`src/rtl/stopwatch_ctrl.sv`:
```
// rtl/stopwatch_ctrl.sv - stopwatch button front end and run/lap/pause controller
// Buttons are synchronized and debounced, then drive the FSM that gates and clears the external counter.
module stopwatch_ctrl #(
  parameter int BITS      = 29,
  parameter int DB_CYCLES = 16
) (
  input  logic            NEclk,
  input  logic            reset,
  input  logic            btn_ss,
  input  logic            btn_lr,
  input  logic [BITS-1:0] count_in,
  output logic            count_en,
  output logic            count_clr,
  output logic [BITS-1:0] disp_count,
  output logic [1:0]      state
);

  localparam int CW = $clog2(DB_CYCLES);
  localparam logic [CW-1:0] CNT_LAST = CW'(DB_CYCLES - 1);

  localparam logic [1:0] S_IDLE  = 2'b00;
  localparam logic [1:0] S_RUN   = 2'b01;
  localparam logic [1:0] S_LAP   = 2'b10;
  localparam logic [1:0] S_PAUSE = 2'b11;

  // Index 0 is start/stop, index 1 is lap/reset.
  logic [1:0]         sync1_q, sync1_d;
  logic [1:0]         sync2_q, sync2_d;
  logic [1:0]         lvl_q, lvl_d;
  logic [1:0]         press_q, press_d;
  logic [1:0][CW-1:0] cnt_q, cnt_d;

  logic [1:0]      state_q, state_d;
  logic [BITS-1:0] lap_q, lap_d;
  logic            hold_q, hold_d;
  logic            en_q, en_d;
  logic            clr_q, clr_d;

  logic ss, lr;

  always_comb begin
    sync1_d = {btn_lr, btn_ss};
    sync2_d = sync1_q;
    lvl_d   = lvl_q;
    press_d = '0;
    cnt_d   = cnt_q;
    for (int i = 0; i < 2; i++) begin
      if (sync2_q[i] == lvl_q[i]) begin
        cnt_d[i] = '0;
      end else if (cnt_q[i] == CNT_LAST) begin
        cnt_d[i]   = '0;
        lvl_d[i]   = sync2_q[i];
        press_d[i] = sync2_q[i];
      end else begin
        cnt_d[i] = cnt_q[i] + 1'b1;
      end
    end
  end

  assign ss = press_q[0];
  assign lr = press_q[1];

  // Start/stop takes priority whenever both presses land on the same edge.
  always_comb begin
    state_d = state_q;
    lap_d   = lap_q;
    hold_d  = hold_q;
    clr_d   = 1'b0;
    case (state_q)
      S_IDLE: begin
        if (ss) state_d = S_RUN;
      end
      S_RUN: begin
        if (ss) begin
          state_d = S_PAUSE;
        end else if (lr) begin
          state_d = S_LAP;
          lap_d   = count_in;
          hold_d  = 1'b1;
        end
      end
      S_LAP: begin
        if (ss) begin
          state_d = S_PAUSE;
        end else if (lr) begin
          state_d = S_RUN;
          hold_d  = 1'b0;
        end
      end
      default: begin
        if (ss) begin
          state_d = S_RUN;
          hold_d  = 1'b0;
        end else if (lr) begin
          state_d = S_IDLE;
          lap_d   = '0;
          hold_d  = 1'b0;
          clr_d   = 1'b1;
        end
      end
    endcase
    en_d = (state_d == S_RUN) || (state_d == S_LAP);
  end

  always_ff @(negedge NEclk or negedge reset) begin
    if (!reset) begin
      sync1_q <= '0;
      sync2_q <= '0;
      lvl_q   <= '0;
      press_q <= '0;
      cnt_q   <= '0;
      state_q <= S_IDLE;
      lap_q   <= '0;
      hold_q  <= 1'b0;
      en_q    <= 1'b0;
      clr_q   <= 1'b0;
    end else begin
      sync1_q <= sync1_d;
      sync2_q <= sync2_d;
      lvl_q   <= lvl_d;
      press_q <= press_d;
      cnt_q   <= cnt_d;
      state_q <= state_d;
      lap_q   <= lap_d;
      hold_q  <= hold_d;
      en_q    <= en_d;
      clr_q   <= clr_d;
    end
  end

  assign disp_count = hold_q ? lap_q : count_in;
  assign state      = state_q;
  assign count_en   = en_q;
  assign count_clr  = clr_q;

endmodule

```
`config.mk`:
```
export PLATFORM = sky130hd
export DESIGN_NAME = stopwatch_ctrl
export DESIGN_NICKNAME = d
export VERILOG_FILES = /design/src/rtl/stopwatch_ctrl.sv
export SDC_FILE = /design/constraint.sdc
export NUM_CORES = 1
export LEC_CHECK = 0
export CAP_MARGIN = 20
export CORE_MARGIN = 5
export CORE_UTILIZATION = 43
export DETAILED_ROUTE_END_ITERATION = 10
export PLACE_DENSITY = 0.75
export SKIP_CTS_REPAIR_TIMING = 1
export SYNTH_ARGS = -nofsm -noshare
export SYNTH_HDL_FRONTEND = slang
export SYNTH_SLANG_ARGS = --single-unit
```
`constraint.sdc`:
```
create_clock -name NEclk -period 1.9 [get_ports NEclk]
set_clock_uncertainty 0.15 [all_clocks]
set_input_delay 0.19 -clock NEclk [delete_from_list [all_inputs] [get_ports NEclk]]
set_output_delay 0.19 -clock NEclk [all_outputs]
set_load 0.01 [all_outputs]
```
* Word level (Yosys, flattened, before mapping)
Cells that the tools add are included.
** Word-level totals
- Flip-flop bits (word level) :: 50
- Input port bits :: 33
- Output and inout bits :: 33
- Word-level logic and storage cells :: 69
** Operators by class
- $add $sub $neg :: 2
- Equal/unequal tests :: 11
- Muxes and demuxes :: 31
- Bitwise operators :: 5
- Reductions and logical operators :: 8
** Operator list (number)
- 29-bit 2-to-1 mux :: 5
- 29-bit one-hot mux with 2 select lines :: 1
- 4-bit 2-to-1 mux :: 4
- 2-bit 2-to-1 mux :: 7
- 1-bit 2-to-1 mux :: 12
- 4-bit by 1-bit adder with 4-bit output (second input constant) :: 2
- 4-bit equality test (second input constant) :: 2
- 2-bit inequality test (second input constant) :: 3
- 2-bit one-hot mux with 3 select lines :: 1
- 1-bit NOT :: 5
- 2-bit by 1-bit equality test with 1-bit output (second input constant) :: 2
- 2-bit equality test (second input constant) :: 2
- 2-bit AND reduction :: 2
- 4-bit AND reduction :: 1
- 1-bit one-hot mux with 3 select lines :: 1
- 3-bit AND reduction :: 1
- 3-bit OR reduction :: 1
- 1-bit equality test :: 2
- 2-bit logical NOT :: 1
- 2-bit OR reduction :: 1
- 1-bit logical OR :: 1

* Longest topological paths before layout
- Depth after elaboration :: 5
- Mapped depth :: 7

==> results.txt <==
Outcome -> finished with violations
Failing checks -> negative setup slack
Vias -> 1990
Starting DRC count in detailed routing -> 111
Drt total wl -> 5.86 mm
Kind of critical path -> reg2out
Clock transition at path regs -> 60 ps
Grt total ovfl -> 0
Hold Crit Depth -> 0
Pre-CTS setup slack -> -903 ps
Internal cell power -> 1550 µW
CP Max Fanout -> 5
Initial Utilization -> 44.0%
WL per Instance -> 15.0 µm
Worst min path class -> reg2reg
Vias in the first global route -> 1862
Synth area leaders -> dfrtn_1 (52%), mux2_2 (14%), nand2_1 (9.3%)
Reg-to-Reg End -> lap_q[28]
Share of cells above drive strength 1 -> 31.3%
I/O pins -> 66
Placer's final routability congestion estimate -> 0.750
Post-Route Utilization -> 66.0%
Sequential power share -> 54.8%
Overall die height -> 85.1 µm
Worst setup EP type -> output pin
Post-route ant nets -> 0
Number of synthesized register bits -> 50
Max Transition Viols Final -> 0
Worst-Margin Slew -> 327 ps
P_sw -> 457 µW
Pin count of the biggest net entering global routing -> 59
First-pass GRT wire length -> 8.62 mm
Leak -> 0.00164 µW
Cells after Synth -> 237
Hold worst-path end -> sync2_q[1]
Via density -> 5.09
Final instance area -> 3630 µm²
TritonRoute pass-1 iters -> 4
Max_slew headroom -> 78.1%
Synth area leader -> dfrtn_1
Filler cell count -> 419
Setup TNS -> -25980 ps
TritonCTS clock tree -> done
Worst r2r src -> state[0]
Syn_nets -> 276
Final Hold Vio Count -> 0
Distinct cells, synth -> 27
Syn. warnings -> 0
Avg Cell Area, Syn -> 10.2 µm²
Core Region -> 5510 µm²
Bufs on Longest Clock Path -> 2
Sink Count -> 50
Multi-input gate area -> 1190 µm²
RSZ-0062 raised after global routing -> true
Final nets -> 357
Reg2Reg Setup Slack -> 30 ps
H-Tree Level Count -> 2
Die X -> 85.1 µm
Die ar. -> 7240 µm²
Seq/Total Area, Yosys -> 51.6%
Port Buffer Count -> 65
Beginning of the worst hold path -> sync1_q[1]
Placed cell areas -> 3320 µm²
Comb pwr share -> 13.0%
DRC -> 0
CTS Buf Count -> 5
Clock share of power -> 32.2%
ANT cells -> 0
Peak supply drop -> 336 µV
Sw Ratio -> 22.8%
Reg2Reg Depth -> 7
CP arrival -> 2460 ps
Final Non-Filler Cells -> 391
Finish-stage setup viols -> 33
Placed cells -> 373
# rows -> 27
Dpl hpwl -> 3.54 mm
CP Launch Point -> hold_q
Initial antenna violation count -> 0
Seq. cell area -> 1250 µm²
Worst skew pair latency -> 300 ps
PD cells -> 551 nW/µm²
Setup ws final -> -896 ps
Max cap viols -> 0
Layout Area Growth over Synthesis -> 49.8%
GRT Util Overall -> 14.4%
Post-synth top area share -> 51.6%
Root buf cell -> clkbuf_8
Worst EP required -> 1560 ps
CP Launch Type -> register
Syn Std Cell Area -> 2420 µm²
==> power groups by stage <==
stage | registers [µW] | logic (µW) | clock network [µW]
after global placement | 1120 | 254 | 0
after global routing | 1100 | 283 | 705
after CTS | 1100 | 259 | 659
final | 1100 | 261 | 645
after floorplan | 1110 | 86.9 | 0
after detailed placement | 1120 | 257 | 0
==> final cells by class <==
type,instances,area share (%)
Clock inverter,2,0.344
Inverter,5,0.517
Clock buffer,6,2.27
Tap cell,72,2.48
Sequential cell,50,34.4
Multi-Input combinational cell,169,32.9
Timing Repair Buffer,87,27.1
==> worst max-delay path, stage by stage, from the launching register on <==
cell       delay, ps
dfrtn_1          480
buf_6            150
clkbuf_16        150
mux2_4           300
buf_6            120
==> cells by family after synthesis <==
group	Yosys count	synth area share, %
simple gates	83	15.3
buf+inv	18	3.87
compound gates	44	9.91
fa+ha+maj	6	3.10
flops	50	51.6
xor+xnor	5	1.81
mux	31	14.4
==> per-layer routing <==
layer  track usage, %  share of wire (%)  vias up  wire, µm
met5                0                  0        -         0
met4             3.45               0.87        0        51
met3             4.47                7.4        7       434
met2             23.7                 48       66      2790
met1             18.5                 44      962      2590
li1                 -                  -      955         -
==> sequential cells by signal, indices dropped and copies added (netlist names), 2 cells and up <==
signal   flops
sync1_q      2
lvl_q        2
press_q      2
sync2_q      2
lap_q       29
state        2
cnt_q        8
==> worst max path at each step <==
stage / to / slack [ps] / cells past startpoint
2_1_floorplan: disp_count[0] / -340 / 2
3_3_place_gp: disp_count[22] / -860 / 3
3_5_place_dp: disp_count[21] / -900 / 3
4_1_cts: disp_count[21] / -1230 / 3
5_1_grt: disp_count[15] / -930 / 4
6_report: disp_count[15] / -900 / 4
==> cells in the final DEF, fill, tap and decap left out, types with 5 or more instances in the layout <==
cell type,Yosys,layout
nand2_1,60,60
dfrtn_1,50,50
clkdlybuf4s50_1,0,31
buf_6,3,30
mux2_4,0,29
o21ai_1,21,22
o21ai_0,12,11
a21oi_1,7,7
buf_4,0,7
nor2_1,7,6
clkbuf_8,0,6
clkbuf_16,0,6
inv_1,5,5
ha_1,6,5
buf_2,1,5
==> Yosys cell counts <==
library cell  instances
and2_1                1
nand3_1               2
buf_6                 3
or3_4                 1
nand2b_4              1
nand4b_1              2
a32o_1                1
xnor2_1               4
nor2b_1               4
mux2_2               31
clkbuf_1              7
dfrtn_1              50
o21ai_0              12
nand2_1              60
xor2_1                1
o21ai_1              21
o22ai_2               1
buf_2                 1
clkbuf_2              2
a21oi_1               7
o32ai_1               1
nor2_1                7
ha_1                  6
o22a_1                1
nor3b_1               4
nand2b_1              1
inv_1                 5
==> stage by stage <==
step / power, µW / hold WS, ps
after floorplan: 1200 / 142
after global placement: 1370 / 145
after detailed placement: 1370 / 155
after CTS: 2020 / 156
after global routing: 2090 / 171
final: 2000 / 151
No activity file was read; power rests on OpenSTA's default activity.
